===== src/rtl/seg7_pkg.sv =====
// Shared 7-segment definitions: active-low segment codes {g,f,e,d,c,b,a},
// the hex decoder function, and the scan slot phase type.
package seg7_pkg;

  localparam logic [6:0] SEG_0   = 7'b1000000;
  localparam logic [6:0] SEG_1   = 7'b1111001;
  localparam logic [6:0] SEG_2   = 7'b0100100;
  localparam logic [6:0] SEG_3   = 7'b0110000;
  localparam logic [6:0] SEG_4   = 7'b0011001;
  localparam logic [6:0] SEG_5   = 7'b0010010;
  localparam logic [6:0] SEG_6   = 7'b0000010;
  localparam logic [6:0] SEG_7   = 7'b1111000;
  localparam logic [6:0] SEG_8   = 7'b0000000;
  localparam logic [6:0] SEG_9   = 7'b0010000;
  localparam logic [6:0] SEG_A   = 7'b0001000;
  localparam logic [6:0] SEG_B   = 7'b0000011;
  localparam logic [6:0] SEG_C   = 7'b1000110;
  localparam logic [6:0] SEG_D   = 7'b0100001;
  localparam logic [6:0] SEG_E   = 7'b0000110;
  localparam logic [6:0] SEG_F   = 7'b0001110;
  localparam logic [6:0] SEG_OFF = 7'h7F;

  typedef enum logic {PH_BLANK, PH_SHOW} scan_phase_e;

  function automatic logic [6:0] hex2seg(input logic [3:0] nibble);
    hex2seg = SEG_OFF;
    case (nibble)
      4'h0: hex2seg = SEG_0;
      4'h1: hex2seg = SEG_1;
      4'h2: hex2seg = SEG_2;
      4'h3: hex2seg = SEG_3;
      4'h4: hex2seg = SEG_4;
      4'h5: hex2seg = SEG_5;
      4'h6: hex2seg = SEG_6;
      4'h7: hex2seg = SEG_7;
      4'h8: hex2seg = SEG_8;
      4'h9: hex2seg = SEG_9;
      4'hA: hex2seg = SEG_A;
      4'hB: hex2seg = SEG_B;
      4'hC: hex2seg = SEG_C;
      4'hD: hex2seg = SEG_D;
      4'hE: hex2seg = SEG_E;
      4'hF: hex2seg = SEG_F;
    endcase
  endfunction

endpackage


===== src/rtl/seg7_hex_dec.sv =====
// Combinational nibble -> active-low 7-segment decoder.
module seg7_hex_dec
  import seg7_pkg::*;
(
  input  logic [3:0] nibble,
  output logic [6:0] seg
);

  assign seg = hex2seg(nibble);

endmodule


===== src/rtl/seg7_scan_mux.sv =====
// Time-multiplexed common-anode 7-segment driver: one digit per slot, dead-time
// at slot start, frame-coherent input snapshot, optional leading-zero blanking.
module seg7_scan_mux
  import seg7_pkg::*;
#(
  parameter int CLK_HZ    = 50_000_000,
  parameter int SCAN_HZ   = 1_000,
  parameter int NUM_DIG   = 8,
  parameter int BLANK_CYC = 500
) (
  input  logic                   CLK_50,
  input  logic                   rst_n,
  input  logic [4*NUM_DIG-1:0]   data,
  input  logic [NUM_DIG-1:0]     dp,
  input  logic [NUM_DIG-1:0]     dig_en,
  input  logic                   lz_sup,
  output logic [NUM_DIG-1:0]     SEL,
  output logic [7:0]             DIG
);

  localparam int TICK_DIV = CLK_HZ / SCAN_HZ;
  localparam int CNT_W    = (TICK_DIV > 1) ? $clog2(TICK_DIV) : 1;
  localparam int IDX_W    = (NUM_DIG > 1) ? $clog2(NUM_DIG) : 1;
  localparam logic [CNT_W-1:0] CNT_LAST  = CNT_W'(TICK_DIV - 1);
  localparam logic [CNT_W-1:0] BLANK_LIM = CNT_W'(BLANK_CYC);
  localparam logic [IDX_W-1:0] IDX_LAST  = IDX_W'(NUM_DIG - 1);
  localparam scan_phase_e      PH_RST    = (BLANK_CYC > 0) ? PH_BLANK : PH_SHOW;

  if (CLK_HZ % SCAN_HZ != 0) begin : g_err_div
    $error("seg7_scan_mux: CLK_HZ must be a multiple of SCAN_HZ");
  end
  if (BLANK_CYC >= TICK_DIV) begin : g_err_blank
    $error("seg7_scan_mux: BLANK_CYC must be below CLK_HZ/SCAN_HZ");
  end
  if (NUM_DIG < 1 || NUM_DIG > 8) begin : g_err_ndig
    $error("seg7_scan_mux: NUM_DIG must be 1..8");
  end

  logic [CNT_W-1:0]          pre_cnt, pre_cnt_nxt;
  logic [IDX_W-1:0]          idx, idx_nxt;
  scan_phase_e               phase, phase_nxt;
  logic                      frame_start;

  logic [NUM_DIG-1:0][3:0]   snap_data;
  logic [NUM_DIG-1:0]        snap_dp, snap_dig_en;
  logic                      snap_lz_sup;

  logic [NUM_DIG-1:0]        lz_blank;
  logic                      zero_run;
  logic [3:0]                cur_nib;
  logic [6:0]                cur_seg;
  logic [NUM_DIG-1:0]        sel_nxt;
  logic [7:0]                dig_nxt;

  // Phase is registered alongside pre_cnt so it always equals (pre_cnt < BLANK_CYC).
  always_ff @(posedge CLK_50 or negedge rst_n) begin
    if (!rst_n) begin
      pre_cnt <= '0;
      idx     <= '0;
      phase   <= PH_RST;
    end else begin
      pre_cnt <= pre_cnt_nxt;
      idx     <= idx_nxt;
      phase   <= phase_nxt;
    end
  end

  always_comb begin
    pre_cnt_nxt = (pre_cnt == CNT_LAST) ? '0 : pre_cnt + 1'b1;
    idx_nxt     = idx;
    if (pre_cnt == CNT_LAST)
      idx_nxt = (idx == IDX_LAST) ? '0 : idx + 1'b1;
    phase_nxt   = (pre_cnt_nxt < BLANK_LIM) ? PH_BLANK : PH_SHOW;
  end

  assign frame_start = (pre_cnt == '0) && (idx == '0);

  always_ff @(posedge CLK_50 or negedge rst_n) begin
    if (!rst_n) begin
      snap_data   <= '0;
      snap_dp     <= '0;
      snap_dig_en <= '0;
      snap_lz_sup <= 1'b0;
    end else if (frame_start) begin
      snap_data   <= data;
      snap_dp     <= dp;
      snap_dig_en <= dig_en;
      snap_lz_sup <= lz_sup;
    end
  end

  // Walk from the most significant digit down; a digit is blanked while all
  // nibbles at and above it are zero. Digit 0 always shows.
  always_comb begin
    zero_run = 1'b1;
    lz_blank = '0;
    for (int i = NUM_DIG - 1; i >= 0; i--) begin
      zero_run = zero_run & (snap_data[i] == 4'h0);
      if (i != 0) lz_blank[i] = snap_lz_sup & zero_run;
    end
  end

  assign cur_nib = snap_data[idx];

  seg7_hex_dec u_dec (
    .nibble (cur_nib),
    .seg    (cur_seg)
  );

  always_comb begin
    sel_nxt = '1;
    dig_nxt = 8'hFF;
    if (phase == PH_SHOW && snap_dig_en[idx]) begin
      sel_nxt[idx] = 1'b0;
      dig_nxt      = {~snap_dp[idx], lz_blank[idx] ? SEG_OFF : cur_seg};
    end
  end

  always_ff @(posedge CLK_50 or negedge rst_n) begin
    if (!rst_n) begin
      SEL <= '1;
      DIG <= 8'hFF;
    end else begin
      SEL <= sel_nxt;
      DIG <= dig_nxt;
    end
  end

endmodule


===== config.mk =====
export PLATFORM = sky130hd
export DESIGN_NAME = seg7_scan_mux
export DESIGN_NICKNAME = d
export VERILOG_FILES = /design/src/rtl/seg7_pkg.sv /design/src/rtl/seg7_hex_dec.sv /design/src/rtl/seg7_scan_mux.sv
export SDC_FILE = /design/constraint.sdc
export NUM_CORES = 1
export LEC_CHECK = 0
export ABC_AREA = 1
export CAP_MARGIN = 20
export CORE_ASPECT_RATIO = 0.5
export CORE_MARGIN = 3
export CORE_UTILIZATION = 30
export CTS_BUF_LIST = sky130_fd_sc_hd__clkbuf_4 sky130_fd_sc_hd__clkbuf_8
export DETAILED_ROUTE_END_ITERATION = 16
export PLACE_DENSITY_LB_ADDON = 0.1
export SETUP_SLACK_MARGIN = 0.5
export SYNTH_ARGS = -nofsm -noshare
export SYNTH_HDL_FRONTEND = slang
export SYNTH_HIERARCHICAL = 1
export SYNTH_SLANG_ARGS = --single-unit
export TNS_END_PERCENT = 20

===== constraint.sdc =====
create_clock -name CLK_50 -period 4.1 [get_ports CLK_50]
set_clock_uncertainty 0.15 [all_clocks]
set_input_delay 0.82 -clock CLK_50 [delete_from_list [all_inputs] [get_ports CLK_50]]
set_output_delay 0.82 -clock CLK_50 [all_outputs]
set_load 0.02 [all_outputs]

* Word level (Yosys, flattened, before mapping) *
Memories as Yosys holds them, arrays and structs flattened.
Index checks and enable logic that the tools add are counted.

word-level totals
  ROM bits = 112
  word-level logic and storage cells = 67
  bits of input ports = 51
  memory bits (writable) = 0
  register bits = 85
  output and inout bits = 16
  bits in latches = 0
  memories = 1

memories
  name             words  bits a word  rd ports  clocked after Yosys merged registers in  wr ports  line            source
  (no name shown)  16     7            1         0                                        0         seg7_pkg.sv:27  case (nibble)

operators by class
  divide/modulo/power cells = 0
  reduce and logical (&&, ||, !) cells = 12
  eq/ne operators = 2
  $mul = 0
  add/subtract/negate cells = 2
  mux-type cells = 16
  magnitude comparators = 3
  shift operators = 0
  bitwise operators = 15

operators by type and width
  kind                                                                            number
  4-bit zero test                                                                 7
  16-bit by 1-bit adder with 16-bit output (second input constant)                1
  16-bit == test (second input constant)                                          1
  16-bit zero test                                                                1
  16-bit by 9-bit less-than comparator with 1-bit output (second input constant)  1
  16-bit 2-to-1 mux                                                               1
  8-bit 2-to-1 mux                                                                2
  1-bit bitwise AND                                                               13
  4-bit binary-select mux with 3-bit select                                       1
  1-bit binary-select mux with 3-bit select                                       3
  8-bit inverter                                                                  1
  7-bit 2-to-1 mux                                                                1
  1-bit 2-to-1 mux                                                                5
  3-bit by 4-bit less-than comparator with 1-bit output (second input constant)   1
  4-bit 2-to-1 mux                                                                1
  3-bit by 1-bit adder with 3-bit output (second input constant)                  1
  1-bit demux with 3-bit select                                                   1
  3-bit == test (second input constant)                                           1
  3-bit by 1-bit >= comparator with 1-bit output (second input constant)          1
  1-bit logical AND                                                               3
  3-bit zero test                                                                 1
  3-bit 2-to-1 mux                                                                1
  1-bit inverter                                                                  1

* Logic depth before layout (Yosys ltp) *
  depth after elaboration = 12
  gate-level depth with buffers = 16
  gate-level depth less buffers = 15

* Cells and area by module *
The synthesis kept the hierarchy.

modules (own cells, without submodules)
  module         sequential area each (um^2)  area an instance (um^2)  cells an instance  times used
  seg7_scan_mux  2147.1                       4259.1                   532                1
  seg7_hex_dec   0.0                          274.0                    49                 1

* Worst setup path after synthesis *
Ideal clock, no wire load.

  path kind = reg-to-reg
  start point = register idx[1]
  end point = register DIG[3]
  setup time = 0.066 ns
  required time = 3.884 ns
  stages on the path, launching flop included = 15
  clock period less this slack = 2.169 ns
  data arrival time = 1.953 ns
  path buffers = 0
  path slack = 1.931 ns
  cell sequence = dfrtp_1 inv_4 nand3_1 inv_1 nand2_1 o21ai_0 a21oi_1 o2111ai_1 inv_1 ha_1 nand2_1 nand3_1 nand2_1 inv_1 nand4_1

on the way
  longest elaborated chain between the ends = 5
  elaborated cells on any way between the ends = 10
  those cells by class = mux (8); reduce/logical (1); memory (1)

ends and longest elaborated chain
  element                                    line                  source
  start: declaration                         seg7_scan_mux.sv:40   logic [IDX_W-1:0] idx, idx_nxt;
  start signal: assignment                   seg7_scan_mux.sv:63   idx <= idx_nxt;
  4-bit binary-select mux with 3-bit select  seg7_scan_mux.sv:103  assign cur_nib = snap_data[idx];
  4-bit 2-to-1 mux (implied by the code)     seg7_scan_mux.sv:103
  net cur_nib[0]                             seg7_scan_mux.sv:50   logic [3:0] cur_nib;
  memory 16 x 7 bit                          --
  net cur_seg[3]                             seg7_scan_mux.sv:51   logic [6:0] cur_seg;
  7-bit 2-to-1 mux                           seg7_scan_mux.sv:115  dig_nxt = {~snap_dp[idx], lz_blank[idx] ? SEG_OFF : cur_seg};
  8-bit 2-to-1 mux                           seg7_scan_mux.sv:113  if (phase == PH_SHOW && snap_dig_en[idx]) begin
  net dig_nxt[3]                             seg7_scan_mux.sv:53   logic [7:0] dig_nxt;
  end signal: assignment                     seg7_scan_mux.sv:125  DIG <= dig_nxt;
  end: declaration                           seg7_scan_mux.sv:18   output logic [7:0] DIG

The timed path passes the listed nets, and every way through them passes these cells. The select of a mux whose other input is x is not followed.
A chain may end at the register's enable or synchronous reset.

* Final worst setup path *
  start point = register idx[0]
  end point = register DIG[3]

The elaborated chain is that of the path after synthesis.

==> reports/metrics.cfg <==
[yosys]
async_flop_share_pct = 100.0
synthesis.area_mm2 = 0.004533
ys_warn_count = 6
synth-seq-cells = 85
synthCells = 581
synth_nets = 644
seq_area_frac_synth_pct = 47.36
synth_ff_type = dfrtp_1
synth_edf_count = 0
syn_area_per_cell_um2 = 7.802
yosysUniqueCellTypes = 38

[timing]
setup_viol = 0
timing.fmax_mhz = 356.6
finalHoldViolations = 0
finalCriticalPeriod_ps = 2804
period_share_pct = 68.39
slew_violations = 0
slew_headroom_pct = 48.85
rsz0062_at_grt = no
tightest_slew_ps = 767.2
setup_tns_ps = 0

[power]
p_per_area_mw_per_mm2 = 299.4
p_leak_nw = 2.862
ir_drop_v = 0.0001373

[place]
hpwlAfterDp_um = 8401
place_area_mm2 = 0.005370
portBuffers = 66
gp_congestion = 0.8046

[final_layout]
register_area_mm2 = 0.002147
layout-drive-gt1-share_pct = 9.831
multi_input_area_mm2 = 0.001821
nets = 709
areaGrowthSynthToFinish_pct = 23.30
fin_area_mm2 = 0.005589
num_antenna_cells = 0
fill_cells = 1518

[global_route]
overflow = 0
grt_pass1_wl_um = 18680
grt_max_degree = 60
grt.total_usage_pct = 13.97
antenna_found_initial = 0
grt_pass1_vias = 3793

[detailed_routing]
drt_first_pass_iters = 4
drtAntennaViolNets = 0
drt-initial-drc-count = 171
drcViolationCount = 0
vias = 3784
drt-total-wl_um = 11120
vias_per_cell = 4.457
wl_per_cell_um = 13.09

[setup_path]
crit_buf_inv = 3
arrival_ps = 2910
critical_path_class = flop to flop
slowest_stage = dfrtp_1
crit_path_start_kind = flop
crit_chain = nand3_1 -> inv_1 -> nand2_1 -> o21ai_0 -> a21oi_1 -> o2111ai_1 -> inv_1 -> ha_1 -> nand2_1 -> nand3_1 -> nand2_1 -> inv_1 -> nand4_1
crit_family = simple AND/OR/NAND/NOR gates
timing.critical_path.required_ps = 4210
crit_fanout = 10
slowest_delay_ps = 630
end_kind = flop

[clock_tree]
clkLatencyLatePin_ps = 360
cts_made_buffers = 9
post-cts-setup-buffers = 0
cts-resized-gates = 0
hold_buffers = 0
htree_levels = 3
tritoncts_num_sinks = 85
clock_path_buffers = 2
root_buffer = clkbuf_8
clkTransAtPathRegs_ps = 90
cts_tree = yes

[die]
die_x_um = 179.8
ioPinCount = 67
start_util_pct = 31.00
dieArea_mm2 = 0.01671
die_y_um = 92.92
rows = 31
coreArea_mm2 = 0.01462

[flow_run]
maxCapViolations = 0

[min_path]
min_path_type = flop to flop

[status]
status = complete, no violations

-- final cells by class --
cell class                 count  area share, %
inverter                     123          8.484
clock buffer                  10          2.351
multi-input combinational    358          32.57
timing repair buffer          69          12.18
sequential                    85          38.42
clock inverter                 6          1.567
tap                          198          4.433
-- state kept, by name, summed over array words and instances (netlist names) --
| signal | count |
|---|---|
| snap_data | 32 |
| pre_cnt | 16 |
| DIG | 8 |
| SEL | 8 |
| snap_dig_en | 8 |
| snap_dp | 8 |
| idx | 3 |
| phase | 1 |
| snap_lz_sup | 1 |
-- worst register-to-register path, cell delays in order (launching register included) --
cell	delay, ps
dfrtp_1	630
nand3_1	340
inv_1	230
nand2_1	70
o21ai_0	80
a21oi_1	60
o2111ai_1	240
inv_1	220
ha_1	360
nand2_1	50
nand3_1	90
nand2_1	50
inv_1	50
nand4_1	90
-- through the flow --
stage | worst slack [ps] | power [mW] | hold slack, ps | cells | util (%)
CTS | 1288 | 1.708 | 339.8 | 849 | 38.22
floorplan | 1931 | 0.9493 | 295.7 | 581 | -
finish | 1296 | 1.673 | 334.9 | 849 | 38.22
global route | 1004 | 1.764 | 369.4 | 849 | 38.22
detailed placement | 1303 | 1.036 | 319.2 | 833 | 36.72
global placement | 1317 | 1.036 | 313.1 | 833 | 36.72
-- path summary, 6_finish.rpt --
path	slack, ps	start	depth (start not counted)	to
setup / recovery	1300	idx[0]	13	DIG[3]
hold / removal	330	snap_dp[0]	2	snap_dp[0]
setup reg to reg	1300	idx[0]	13	DIG[3]
hold reg to reg	330	snap_dp[0]	2	snap_dp[0]
max in group asynchronous	2620	rst_n	2	DIG[7]
min in group asynchronous	390	rst_n	1	snap_data[20]
-- placed cells by master, fill, tap and decap left out, types with 2 or more instances in the layout --
master	count
or2_2	6
nand2_1	153
nand2_2	3
inv_2	5
o21ai_0	30
nand4_1	14
a21oi_1	5
nor3_1	3
clkbuf_8	9
inv_4	3
nand3_4	3
a221oi_1	2
dfstp_2	16
o21ai_1	29
clkdlybuf4s50_1	65
a22oi_1	2
o21bai_1	2
buf_4	4
inv_1	114
nor4_2	2
o22ai_1	6
dfrtp_1	69
nor2_1	42
o2111ai_1	4
clkinvlp_4	3
xor2_1	2
bufinv_16	2
ha_1	12
nand3_1	29
-- power by group --
| group | switching, mW | internal [mW] |
|---|---|---|
| Combinational | 0.0664 | 0.0691 |
| Sequential | 0.0178 | 0.863 |
| Clock | 0.308 | 0.349 |
-- routing by layer --
metal	wire (um)	vias up	part of all wire, %	global-route usage (%)
met5	0	-	0	0
met4	105	0	0.94	3.601
met3	497	11	4.5	3.688
met2	5099	58	46	22.96
met1	5412	1772	49	18.42
li1	-	1943	-	-
-- cell families after synthesis --
logic type / Yosys count / share of synthesized area [%]
AO/OA/AOI/OAI: 85 / 10.90
XOR/XNOR: 2 / 0.3865
adder cells (fa/ha/maj): 12 / 3.312
buffers and inverters: 138 / 12.67
flip-flops: 85 / 47.36
AND/OR/NAND/NOR: 259 / 25.37
-- cell usage after synthesis, drive strengths merged (2+ instances only) --
library cell  number  share of area (%)
nor3               3               0.33
xor2               2               0.39
a221oi             2               0.39
nor2              43                3.6
ha                12                3.3
a21oi              5               0.55
nand4             15                2.2
clkbuf             7               0.58
dfrtp             69                 38
o21bai             2               0.33
or2                6               0.83
buf                8                1.6
inv              123                 10
a22oi              2               0.33
nand2            156                 13
dfstp             16                9.3
o21ai             60                6.7
nor4               2               0.55
o22ai              6               0.83
o2111ai            4               0.77
nand3             33                4.6
Power figures use the tool's default switching activity.
